**config.mk**
```make
export PLATFORM = sky130hd
export DESIGN_NAME = key_event_scanner
export DESIGN_NICKNAME = d
export VERILOG_FILES = /design/src/rtl/keys_pkg.sv /design/src/rtl/key_evt_fifo.sv /design/src/rtl/key_event_scanner.sv
export SDC_FILE = /design/constraint.sdc
export NUM_CORES = 1
export LEC_CHECK = 0
export CAP_MARGIN = 25
export CELL_PAD_IN_SITES_DETAIL_PLACEMENT = 0
export CELL_PAD_IN_SITES_GLOBAL_PLACEMENT = 2
export CORE_UTILIZATION = 41
export CTS_BUF_LIST = sky130_fd_sc_hd__clkbuf_8 sky130_fd_sc_hd__clkbuf_16
export DETAILED_ROUTE_END_ITERATION = 8
export PLACE_DENSITY = 0.84
export SYNTH_ARGS = -nofsm -noshare
export SYNTH_HDL_FRONTEND = slang
export SYNTH_HIERARCHICAL = 1
export SYNTH_SLANG_ARGS = --single-unit
```
**constraint.sdc**
```tcl
create_clock -name clk_i -period 12.16 [get_ports clk_i]
set_input_delay 2.432 -clock clk_i [delete_from_list [all_inputs] [get_ports clk_i]]
set_output_delay 2.432 -clock clk_i [all_outputs]
set_load 0.02 [all_outputs]
```
**src/rtl/keys_pkg.sv**
```systemverilog
// rtl/keys_pkg.sv - shared constants and event-word layout for the key event scanner
// KEY_EVENT_TIMESTAMP_EN adds a 16-bit tick stamp above the state bit.
package keys_pkg;

  localparam int KEYS_DEFAULT  = 61;
  localparam int IDX_W         = 6;
  localparam int TS_W          = 16;

  localparam int EVT_IDX_LSB   = 0;
  localparam int EVT_STATE_BIT = IDX_W;
  localparam int EVT_TS_LSB    = IDX_W + 1;

`ifdef KEY_EVENT_TIMESTAMP_EN
  localparam int EVT_W = IDX_W + 1 + TS_W;

  typedef struct packed {
    logic [TS_W-1:0]  ts;
    logic             state;
    logic [IDX_W-1:0] idx;
  } evt_t;
`else
  localparam int EVT_W = IDX_W + 1;

  typedef struct packed {
    logic             state;
    logic [IDX_W-1:0] idx;
  } evt_t;
`endif

endpackage

```
**src/rtl/key_evt_fifo.sv**
```systemverilog
// rtl/key_evt_fifo.sv - show-ahead synchronous event FIFO with occupancy count
// Head data reads as zero while empty.
module key_evt_fifo #(
  parameter int WIDTH = 7,
  parameter int DEPTH = 8,
  localparam int PTR_W = $clog2(DEPTH),
  localparam int LVL_W = PTR_W + 1
) (
  input  logic             clk_i,
  input  logic             rst_n_i,
  input  logic             flush_i,
  input  logic             push_i,
  input  logic [WIDTH-1:0] push_data_i,
  output logic             full_o,
  input  logic             pop_i,
  output logic [WIDTH-1:0] pop_data_o,
  output logic             valid_o,
  output logic [LVL_W-1:0] level_o
);

  logic [WIDTH-1:0] mem [DEPTH];
  logic [PTR_W-1:0] wr_ptr_q;
  logic [PTR_W-1:0] rd_ptr_q;
  logic [LVL_W-1:0] level_q;
  logic             do_push;
  logic             do_pop;

  assign full_o     = (level_q == LVL_W'(DEPTH));
  assign valid_o    = (level_q != '0);
  assign do_push    = push_i & ~full_o & ~flush_i;
  assign do_pop     = pop_i & valid_o & ~flush_i;
  assign pop_data_o = valid_o ? mem[rd_ptr_q] : '0;
  assign level_o    = level_q;

  always_ff @(posedge clk_i) begin
    if (do_push) mem[wr_ptr_q] <= push_data_i;
  end

  // Pointers wrap naturally because DEPTH is a power of two.
  always_ff @(posedge clk_i or negedge rst_n_i) begin
    if (!rst_n_i) begin
      wr_ptr_q <= '0;
      rd_ptr_q <= '0;
      level_q  <= '0;
    end else if (flush_i) begin
      wr_ptr_q <= '0;
      rd_ptr_q <= '0;
      level_q  <= '0;
    end else begin
      if (do_push) wr_ptr_q <= wr_ptr_q + 1'b1;
      if (do_pop)  rd_ptr_q <= rd_ptr_q + 1'b1;
      case ({do_push, do_pop})
        2'b10:   level_q <= level_q + 1'b1;
        2'b01:   level_q <= level_q - 1'b1;
        default: level_q <= level_q;
      endcase
    end
  end

endmodule

```
**src/rtl/key_event_scanner.sv**
```systemverilog
// rtl/key_event_scanner.sv - round-robin key scan with change events queued to the host
// KEY_EVENT_TIMESTAMP_EN prefixes each event with a free-running 16-bit tick stamp.
module key_event_scanner #(
  parameter int KEYS       = keys_pkg::KEYS_DEFAULT,
  parameter int IDX_W      = keys_pkg::IDX_W,
  parameter int FIFO_DEPTH = 8,
`ifdef KEY_EVENT_TIMESTAMP_EN
  localparam int EVT_W     = IDX_W + 1 + keys_pkg::TS_W,
`else
  localparam int EVT_W     = IDX_W + 1,
`endif
  localparam int LVL_W     = $clog2(FIFO_DEPTH) + 1
) (
  input  logic             clk_i,
  input  logic             rst_n_i,
  input  logic [KEYS-1:0]  keys_i,
  input  logic             scan_en_i,
  input  logic             flush_i,
  output logic [EVT_W-1:0] evt_data_o,
  output logic             evt_valid_o,
  input  logic             evt_ready_i,
  output logic [LVL_W-1:0] fifo_level_o,
  output logic             scan_wrap_o
);

  import keys_pkg::*;

  localparam logic [IDX_W-1:0] LAST_IDX = IDX_W'(KEYS - 1);

  logic [IDX_W-1:0] idx_q;
  logic [KEYS-1:0]  shadow_q;
  logic             wrap_q;
  logic             fifo_full;
  logic             cur_key;
  logic             diff;
  logic             scan_go;
  logic             do_push;
  logic             advance;
  logic [EVT_W-1:0] push_data;

  assign cur_key = keys_i[idx_q];
  assign diff    = cur_key ^ shadow_q[idx_q];
  assign scan_go = scan_en_i & ~flush_i;
  assign do_push = scan_go & diff & ~fifo_full;
  // A changed key with no room holds the scan so the event is never lost.
  assign advance = scan_go & (~diff | ~fifo_full);

`ifdef KEY_EVENT_TIMESTAMP_EN
  logic [TS_W-1:0] ts_q;

  always_ff @(posedge clk_i or negedge rst_n_i) begin
    if (!rst_n_i) ts_q <= '0;
    else          ts_q <= ts_q + 1'b1;
  end

  assign push_data = {ts_q, cur_key, idx_q};
`else
  assign push_data = {cur_key, idx_q};
`endif

  always_ff @(posedge clk_i or negedge rst_n_i) begin
    if (!rst_n_i) begin
      idx_q    <= '0;
      shadow_q <= '1;
      wrap_q   <= 1'b0;
    end else if (flush_i) begin
      idx_q    <= '0;
      shadow_q <= keys_i;
      wrap_q   <= 1'b0;
    end else begin
      wrap_q <= advance && (idx_q == LAST_IDX);
      if (do_push) shadow_q[idx_q] <= cur_key;
      if (advance) idx_q <= (idx_q == LAST_IDX) ? '0 : idx_q + 1'b1;
    end
  end

  assign scan_wrap_o = wrap_q;

  key_evt_fifo #(
    .WIDTH (EVT_W),
    .DEPTH (FIFO_DEPTH)
  ) u_fifo (
    .clk_i       (clk_i),
    .rst_n_i     (rst_n_i),
    .flush_i     (flush_i),
    .push_i      (do_push),
    .push_data_i (push_data),
    .full_o      (fifo_full),
    .pop_i       (evt_ready_i),
    .pop_data_o  (evt_data_o),
    .valid_o     (evt_valid_o),
    .level_o     (fifo_level_o)
  );

endmodule

```
== Word level (Yosys, flattened, before mapping) ==
Memory sizes are Yosys's and may differ from the RTL's.
Cells that the tools add are included.

* Memory bits (read-only): 0
* Output and inout bits: 13
* Memories kept: 1
* Bits in latches: 0
* Register bits: 78
* Bits in writable memories: 56

* Mux-type cells: 22
* Shift operators: 0
* Order comparisons: 2
* Add/subtract/negate cells: 5
* Multiply operators: 0
* Divide/modulo/power cells: 0
* Eq/ne operators: 4
* Bitwise logic cells: 13
* Reduce and logical (&&, ||, !) cells: 8

{| class="wikitable"
|+ Memories
! name !! words !! width !! rd ports !! clocked after memory_dff !! wr ports !! line !! source
|-
| u_fifo.mem || 8 || 7 || 1 || 0 || 1 || key_evt_fifo.sv:21 || <nowiki>logic [WIDTH-1:0] mem [DEPTH];</nowiki>
|}

{| class="wikitable"
|+ Operators with widths
! cell !! number
|-
| $mux W61 || 2
|-
| $bwmux W61 || 1
|-
| $mux W6 || 3
|-
| $bmux W1 S6 || 2
|-
| $mux W3 || 4
|-
| $and A1 B1 Y1 || 8
|-
| $pmux W4 S2 || 1
|-
| $reduce_bool A2 Y1 || 4
|-
| $lt A6 B7 Y1 const B || 1
|-
| $mux W7 || 1
|-
| $add A3 B1 Y3 const B || 2
|-
| $add A6 B1 Y6 const B || 1
|-
| $demux W1 S6 || 1
|-
| $eq A6 B6 Y1 const B || 1
|-
| $ge A6 B1 Y1 const B || 1
|-
| $mux W1 || 6
|-
| $add A4 B1 Y4 const B || 1
|-
| $eq A4 B4 Y1 const B || 1
|-
| $mux W4 || 1
|-
| $reduce_bool A4 Y1 || 1
|-
| $sub A4 B1 Y4 const B || 1
|-
| $not A1 Y1 || 3
|-
| $reduce_bool A3 Y1 || 1
|-
| $eq A2 B1 Y1 const B || 1
|-
| other kinds (4) || 5
|}

== Depth between registers and ports, before layout ==
Gate-level depths: netlist of run 1.

* Word-level depth: 10
* Depth in mapped cells: 21

== By module ==
The synthesis of run 1 kept the hierarchy.

{| class="wikitable"
|+ By module, submodules not included
! module !! cells an instance !! sequential area each (µm²) !! area an instance (µm²) !! instances
|-
| key_event_scanner || 595 || 1778.0 || 5387.7 || 1
|-
| key_evt_fifo || 173 || 1931.9 || 2874.0 || 1
|}

== Worst setup path after synthesis of run 1 ==
No wires, ideal clock.

* Kind: input to register
* From: input port keys_i[41]
* To: register u_fifo.level_q[3], in the netlist u_fifo/level_o[3]
* Path buffers: 3
* Data required time: 12.032 ns
* Cell stages on the path: 17
* Path slack: 6.451 ns
* Data arrival time: 5.582 ns
* Cell sequence: mux4_1 > a22oi_1 > o22ai_1 > a211oi_1 > and4_1 > buf_2 > xor2_4 > buf_6 > nor2_1 > clkbuf_2 > a211oi_2 > ha_1 > inv_1 > a21oi_1 > a311o_2 > o2111ai_1 > nand3b_1

* Cells in the longest elaborated chain, start to end: 10
* Elaborated cells between the ends (all ways): 12

{| class="wikitable"
|+ Ends and longest elaborated chain
! item !! line !! source
|-
| start, declared || key_event_scanner.sv:16 || <nowiki>input logic [KEYS-1:0] keys_i,</nowiki>
|-
| $bmux W1 S6 (*) || key_event_scanner.sv:41 || <nowiki>assign cur_key = keys_i[idx_q];</nowiki>
|-
| $mux W1 (not written as such) (*) || key_event_scanner.sv:41 ||
|-
| $xor A1 B1 Y1 (*) || key_event_scanner.sv:42 || <nowiki>assign diff = cur_key ^ shadow_q[idx_q];</nowiki>
|-
| $and A1 B1 Y1 (*) (2 in series) || key_event_scanner.sv:44 || <nowiki>assign do_push = scan_go & diff & ~fifo_full;</nowiki>
|-
| named net do_push || key_event_scanner.sv:37 || <nowiki>logic do_push;</nowiki>
|-
| $and A1 B1 Y1 (*) (2 in series) || key_evt_fifo.sv:30 || <nowiki>assign do_push = push_i & ~full_o & ~flush_i;</nowiki>
|-
| $eq A2 B1 Y1 or $eq A2 B2 Y1 (tied branches) || key_evt_fifo.sv:52 || <nowiki>case ({do_push, do_pop})</nowiki>
|-
| $pmux W4 S2 || key_evt_fifo.sv:52 ||
|-
| $mux W4 || key_evt_fifo.sv:45 || <nowiki>end else if (flush_i) begin</nowiki>
|-
| end signal, assigned || key_evt_fifo.sv:53 || <nowiki>2'b10: level_q <= level_q + 1'b1;</nowiki>
|-
| end signal, assigned || key_evt_fifo.sv:54 || <nowiki>2'b01: level_q <= level_q - 1'b1;</nowiki>
|-
| end signal, assigned || key_evt_fifo.sv:55 || <nowiki>default: level_q <= level_q;</nowiki>
|-
| end, declared || key_evt_fifo.sv:24 || <nowiki>logic [LVL_W-1:0] level_q;</nowiki>
|}

Mark *: on every way through the listed nets, which the timed path passes. The rest lies on a longest branch. The select of a mux whose other input is x is not followed.
A chain may end at the register's enable or synchronous reset.

== Worst setup path after layout of run 1 ==
* From: input port keys_i[41]
* To: memory u_fifo.mem[0][5], enable pin

* Cells in the longest elaborated chain, start to end: 9

{| class="wikitable"
|+ Ends and longest elaborated chain
! item !! line !! source
|-
| $bmux W1 S6 || key_event_scanner.sv:41 ||
|-
| $mux W1 (not written as such) || key_event_scanner.sv:41 ||
|-
| $xor A1 B1 Y1 || key_event_scanner.sv:42 ||
|-
| $and A1 B1 Y1 (2 in series) || key_event_scanner.sv:44 ||
|-
| named net do_push || key_event_scanner.sv:37 ||
|-
| $and A1 B1 Y1 (2 in series) || key_evt_fifo.sv:30 ||
|-
| $mux W1 || key_evt_fifo.sv:36 || <nowiki>if (do_push) mem[wr_ptr_q] <= push_data_i;</nowiki>
|-
| $mux W1 (not written as such) || key_evt_fifo.sv:36 ||
|-
| end, declared || key_evt_fifo.sv:21 ||
|}

The timed path passes the listed nets, and every way through them passes these cells. The select of a mux whose other input is x is not followed.

==> out/metrics.csv, run 1 <==
metric;value;unit
Post-CTS Hold Buffers;0;
Final WS setup;5.80;ns
DR pass1 iterations;5;
clock group share of total power;0.337;
sw power;0.593;mW
first-pass GRT wire length;42000;um
register share of total power;0.350;
Worst-Skew Late Latency;0.43;ns
die width;144;um
Worst Setup Start Kind;input port;
worst slew pin tran;0.973;ns
multi-input logic area;4060;um2
Synth cell types;79;
Syn Area/Cell;10.8;um2
Req. time, crit path;12.21;ns
Reg clk slew, reported paths;0.07;ns
simple-gate share of the synthesized area;0.164;
Final Wtd Congestion;0.904;
pin count of the biggest net entering global routing;85;
cts bufs inserted;17;
adder-cell share of the synthesized area;0.00909;
CP Max Fanout;8;
static leakage;3.19;nW
PD cells;167;nW/um2
vias per cell;6.50;
asr flop ratio synth;0.582;
core area;19600;um2
largest family of logic cells by synthesized area;compound AO/OA/AOI/OAI gates;
Seq/Total Area, Yosys;0.449;
synth warn;6;
total global-route track usage;0.278;
clk buf depth;2;
area growth from synthesis to layout;16.7;%
Slowest-stage cell, CP;nor3_1;
Slew HR;0.352;
Finished Layout Cells;1079;
synthesized area;8260;um2
register area;3710;um2
Max Transition Viols Final;0;
routed wire length;27500;um
final global-route overflow total;0;
H-Tree Level Count;4;
critical path class;input port to flip-flop;
final setup TNS;0;ns
Maximum Capacitance Violations;0;
mux cell area share after synthesis;0.0883;
DR DRC count;0;
Worst Path Arrival;6.40;ns
post-DP HPWL;18000;um
Routed Antenna Nets;0;
Placed Cells;1045;
combinational share of power;0.313;
clk_skew;0.0141;ns
layout cells sized above 1;0.204;
via count of the first global-routing pass;6909;
Setup WS pre-CTS;5.38;ns
Post-synth EDFFs;56;
Syn Inst Count;768;
Pint;1.02;mW
Starting DRT DRC Count;700;
status;complete, no violations;
crit path time final;6.36;ns
Ports;79;
syn_nets;840;
most used flip-flop cell after synthesis;dfstp_2;
Compound-Gate Fraction of Synth Area;0.215;
Final Hold Viols;0;
Layout Nets;873;
post-synthesis register bit count;134;
sw frac;0.368;
Hold/Removal Path Class;flip-flop to flip-flop;
die footprint;20700;um2
maximum VDD drop;0.109;mV
Die Height;144;um
post-cts sizing count;0;
final core utilization;0.492;
port buffer count;78;
Post-CTS Setup Bufs;0;
final setup vio count;0;
CTS tree;yes;
DR vias;7016;
ant diodes;0;
Filler Cell Count;1821;
Initial Util;0.422;
wire per inst;25.5;um
Power Total;1.61;mW
fmax;0.157;GHz
placement row count;51;
clk root buf;clkbuf_16;
xor and xnor area share after synthesis;0.0138;
period utilization;0.523;
Buffers & Inverters on Critical Path;1;
Critical Path End Type;flip-flop;
initial antenna violation count;0;
# clock sinks;134;
cells along the critical path;clkdlybuf4s50_1, mux4_1, a22oi_1, o22ai_1, a211oi_1, and4_1, xor2_4, nor2_1, nand2_2, or3_1, nor3_1;
delay-heaviest family, CP;simple AND/OR/NAND/NOR gates;
crit-path max cell delay;0.74;ns
unrepaired setup endpoints after global routing;false;
[power groups by stage]
stage / combinational (mW) / clock [mW] / sequential [mW]
3_5_place_dp: 0.501 / 0 / 0.572
6_report: 0.506 / 0.544 / 0.565
5_1_grt: 0.541 / 0.569 / 0.569
3_3_place_gp: 0.493 / 0 / 0.570
4_1_cts: 0.502 / 0.550 / 0.564
2_1_floorplan: 0.373 / 0 / 0.554
[cells by family (layout without fill, tap and decap cells)]
logic type | after synthesis | after routing
buffers and inverters | 96 | 142
adder cells (fa/ha/maj) | 6 | 6
XOR/XNOR | 10 | 10
AND/OR/NAND/NOR | 254 | 254
AO/OA/AOI/OAI | 223 | 223
multiplexers | 45 | 45
flip-flops | 134 | 134
[cell type report]
cell class | count | area share
clock buffers | 17 | 0.0441
inverters | 20 | 0.00779
well taps | 265 | 0.0344
clock inverters | 15 | 0.0188
flip-flops and latches | 134 | 0.385
multi-input cells | 538 | 0.421
repair buffers | 90 | 0.0893
[state kept, by name (all words and copies together), names as in the netlist]
register,cells
u_fifo/rd_ptr_q,3
u_fifo/level_o,4
u_fifo/mem,56
u_fifo/wr_ptr_q,3
scan_wrap_o,1
shadow_q,61
idx_q,6
[worst paths after layout]
path / startpoint / to / slack (ns) / cells past startpoint
max: keys_i[41] / u_fifo/mem[0][5] / 5.80 / 11
min reg2reg: shadow_q[55] / shadow_q[55] / 0.50 / 2
min in group asynchronous: rst_n_i / u_fifo/wr_ptr_q[2] / 1.83 / 1
max reg2reg: idx_q[5] / u_fifo/mem[0][5] / 6.74 / 9
min: shadow_q[55] / shadow_q[55] / 0.50 / 2
max in group asynchronous: rst_n_i / idx_q[0] / 9.11 / 2
[cell usage in the layout (no fill, tap or decap), types with 20 or more instances in the layout]
cell and n:
a22oi_1 23, clkdlybuf4s50_1 76, dfstp_2 61, edfxtp_1 56
mux4_2 20, nand2_1 83, nand3_1 22, nor2_1 31
nor2b_1 58, o211ai_1 56, o41ai_1 49
[cells in the mapped netlist, types with 4 or more instances]
master     count  area share
nand2_1       83       0.038
dfstp_2       61        0.19
nor2b_1       58       0.044
edfxtp_1      56        0.20
o211ai_1      56       0.051
o41ai_1       49       0.052
clkbuf_1      45       0.020
nor2_1        31       0.014
a22oi_1       23       0.021
nand3_1       23       0.014
mux4_2        20       0.055
dfrtp_1       17       0.051
inv_1         17      0.0077
mux2i_1       14       0.017
o21ai_0       13      0.0079
a21oi_1       11      0.0067
buf_2         11      0.0067
buf_6         11       0.015
mux2_2         9       0.012
nand3b_1       8      0.0073
a211oi_1       7      0.0064
nor3_1         7      0.0042
ha_1           6      0.0091
nor3b_1        6      0.0055
o22ai_1        6      0.0045
o311ai_1       6      0.0064
a221oi_1       5      0.0053
a311oi_1       5      0.0053
and3_1         5      0.0038
nand2b_1       5      0.0038
o2111ai_1      5      0.0053
xor2_1         5      0.0053
a211o_1        4      0.0042
a31oi_1        4      0.0030
o221ai_1       4      0.0042
[stage by stage]
step	cell area, um2	hold WS (ns)
final	9640	0.504
after global routing	9640	0.513
after CTS	9630	0.500
after detailed placement	9030	0.490
after global placement	9030	0.480
after floorplan	8260	0.459
[worst min-delay path, delay by kind of cell (launching register included)]
| kind | cells | cell delay [ns] |
|---|---|---|
| AOI/OAI and AO/OA | 1 | 0.09 |
| buffers and inverters | 1 | 0.04 |
| DFF | 1 | 0.37 |
[per-layer routing]
layer | vias up | global-route usage | part of all wire
met2 | 390 | 0.451 | 0.48
met1 | 3498 | 0.367 | 0.42
li1 | 3069 | - | -
met5 | - | 0 | 0
met4 | 0 | 0.0997 | 0.027
met3 | 59 | 0.0563 | 0.073
Power figures use the tool's default switching activity.
==> run 2: changes to the inputs <==
Settings changed: CORE_UTILIZATION 41 to 35, PLACE_DENSITY 0.84 to 0.77.
Clock period 12.16 ns to 5.7 ns, I/O delays scaled along.
==> run 2 against run 1 <==
Against the previous run: die area up 17%; power up 120%; global-route usage down 3.6 points; critical path depth down 1; routed wire length up 4.4%; sequential power up 110%; clock skew up 0.0026 ns; sequential cell count unchanged; count of clock-buffer cells in the layout unchanged; setup slack worse by 5.2 ns; design area up 2.3%; clock power up 120%; largest power group unchanged.
==> out/metrics.csv, run 2 (synthesis gave the netlist of run 1 again) <==
metric;value;unit;change
status;complete, no violations;;
ant diodes;0;;unchanged
Post-Place Cell Area;9210;um2;+2.0%
PD cells;354;nW/um2;+110%
final global-route overflow total;0;;unchanged
Post-CTS Hold Buffers;0;;unchanged
Final Hold Viols;0;;unchanged
Pint;2.21;mW;+120%
DR pass1 iterations;5;;unchanged
routed wire length;28700;um;+4.4%
Setup WS pre-CTS;0.364;ns;-5.02 ns
Max Transition Viols Final;0;;unchanged
CP endpoint;u_fifo/mem[2][3];;
clk buf depth;2;;unchanged
Power Total;3.49;mW;+120%
H-Tree Level Count;4;;unchanged
clk_skew;0.0166;ns;+0.00255 ns
CP Depth;10;;-1
sw power;1.28;mW;+120%
final core utilization;0.430;;-0.0618
sw frac;0.368;;+0.000602
Starting DRT DRC Count;822;;+17%
CTS tree;yes;;
Initial Util;0.361;;-0.0612
Top Layer Used;met4;;
final setup TNS;0;ns;unchanged
crit path time final;5.15;ns;
Worst-Skew Late Latency;0.43;ns;about the same
area growth from synthesis to layout;19.4;%;
Routed Antenna Nets;0;;unchanged
CP startpoint;idx_q[0];;
register share of total power;0.345;;-0.005
largest register by flop count;shadow_q;;
Final WS setup;0.555;ns;-5.25 ns
fmax;0.194;GHz;
RR Endpoint;u_fifo/mem[2][3];;
Reg-to-Reg Start;idx_q[0];;
Critical Path End Type;flip-flop;;
# clock sinks;134;;unchanged
Buffers & Inverters on Critical Path;0;;-1
placement row count;55;;+7.8%
total global-route track usage;0.242;;-0.0364
core area;22900;um2;+17%
Largest regs;shadow_q: 61 flops, u_fifo/mem: 56 flops, idx_q: 6 flops;;
delay-heaviest family, CP;simple AND/OR/NAND/NOR gates;;
clk root buf;clkbuf_16;;
initial antenna violation count;0;;unchanged
path depth of the worst reg2reg path;10;;+1
CP Max Fanout;29;;+21
Ports;79;;unchanged
die width;156;um;+8.1%
Reg clk slew, reported paths;0.07;ns;about the same
DR DRC count;0;;unchanged
final setup vio count;0;;unchanged
most used cell, CP;nor2_1;;
Slowest-stage cell, CP;nor2b_1;;
max FFs per register;61;;unchanged
R2R setup slack;0.55;ns;-6.19 ns
Req. time, crit path;5.76;ns;-6.45 ns
layout cells sized above 1;0.220;;+0.0156
static leakage;3.28;nW;+2.7%
period utilization;0.903;;
Die Height;156;um;+8.1%
wire per inst;25.1;um;-1.4%
M1 WL;12600;um;+9.9%
Post-CTS Setup Bufs;0;;unchanged
most frequent cells in the layout;nand2_1, clkdlybuf4s50_1, dfstp_2, nor2b_1;;
unrepaired setup endpoints after global routing;false;;
Worst Path Arrival;5.20;ns;-1.20 ns
Worst Setup Start Kind;flip-flop;;
first-pass GRT wire length;43500;um;+3.5%
cts bufs inserted;17;;unchanged
maximum VDD drop;0.167;mV;+54%
routed wl met3;2030;um;+1.2%
via count of the first global-routing pass;6937;;+0.41%
DR vias;7019;;+0.043%
port buffer count;78;;unchanged
cells along the critical path;nor2b_1, a22oi_1, a31oi_1, a211oi_1, and4_1, xor2_4, nor2_1, nand2_2, or3_1, nor2_1;;
Final Wtd Congestion;0.880;;-2.7%
vias per cell;6.15;;-5.5%
worst slew pin tran;1.03;ns;+0.0611 ns
post-cts sizing count;0;;unchanged
post-layout instance area;9860;um2;+2.3%
Layout Nets;888;;+1.7%
die footprint;24200;um2;+17%
crit-path max cell delay;0.89;ns;+0.15 ns
leading cell type in the layout, fill and taps excluded;nand2_1;;
combinational share of power;0.318;;+0.005
met2 wire length;13300;um;about the same
post-DP HPWL;19800;um;+9.8%
Hold/Removal Path Class;flip-flop to flip-flop;;
clock group share of total power;0.337;;about the same
Maximum Capacitance Violations;0;;unchanged
pin count of the biggest net entering global routing;98;;+15%
Slew HR;0.311;;-0.0407
critical path class;flip-flop to flip-flop;;
## run 2: worst reg2reg max path: stages, from the launching register on
cell and delay, ns:
dfrtp_2 0.88, nor2b_1 0.90, a22oi_1 0.22, a31oi_1 0.37, a211oi_1 0.08, and4_1 0.29
xor2_4 0.23, nor2_1 0.57, nand2_2 0.28, or3_1 0.47, nor2_1 0.49
## run 2: worst min path at each step
stage | slack [ns] | depth (start not counted) | start | end
2_1_floorplan | 0.46 | 2 | shadow_q[55] | shadow_q[55]
3_3_place_gp | 0.48 | 2 | shadow_q[55] | shadow_q[55]
3_5_place_dp | 0.50 | 2 | shadow_q[55] | shadow_q[55]
4_1_cts | 0.51 | 2 | shadow_q[55] | shadow_q[55]
5_1_grt | 0.54 | 2 | shadow_q[55] | shadow_q[55]
6_report | 0.51 | 2 | shadow_q[55] | shadow_q[55]
## run 2: area by class of cell
| type | count | area (um2) |
|---|---|---|
| inverters | 20 | 75.1 |
| clock buffers | 17 | 425 |
| clock inverters | 15 | 205 |
| well taps | 313 | 392 |
| multi-input cells | 538 | 4060 |
| repair buffers | 105 | 998 |
| fillers | 2162 | 13100 |
| flip-flops and latches | 134 | 3710 |
## run 2: metal layers
metal / global-route usage / up-vias
met5: 0 / -
met4: 0.0915 / 0
met2: 0.378 / 326
met3: 0.0514 / 48
met1: 0.328 / 3555
li1: - / 3090
## run 2: power by group through the flow
stage	combinational [mW]	sequential (mW)	clock, mW
floorplan	0.796	1.18	0
global placement	1.06	1.23	0
detailed placement	1.08	1.23	0
CTS	1.08	1.22	1.20
global route	1.19	1.21	1.24
finish	1.11	1.20	1.17
## run 2: through the flow
| stage | cells | hold WS [ns] |
|---|---|---|
| 6_report | 1142 | 0.506 |
| 5_1_grt | 1142 | 0.537 |
| 4_1_cts | 1141 | 0.509 |
| 3_5_place_dp | 1109 | 0.499 |
| 3_3_place_gp | 1108 | 0.480 |
| 2_1_floorplan | 768 | 0.459 |
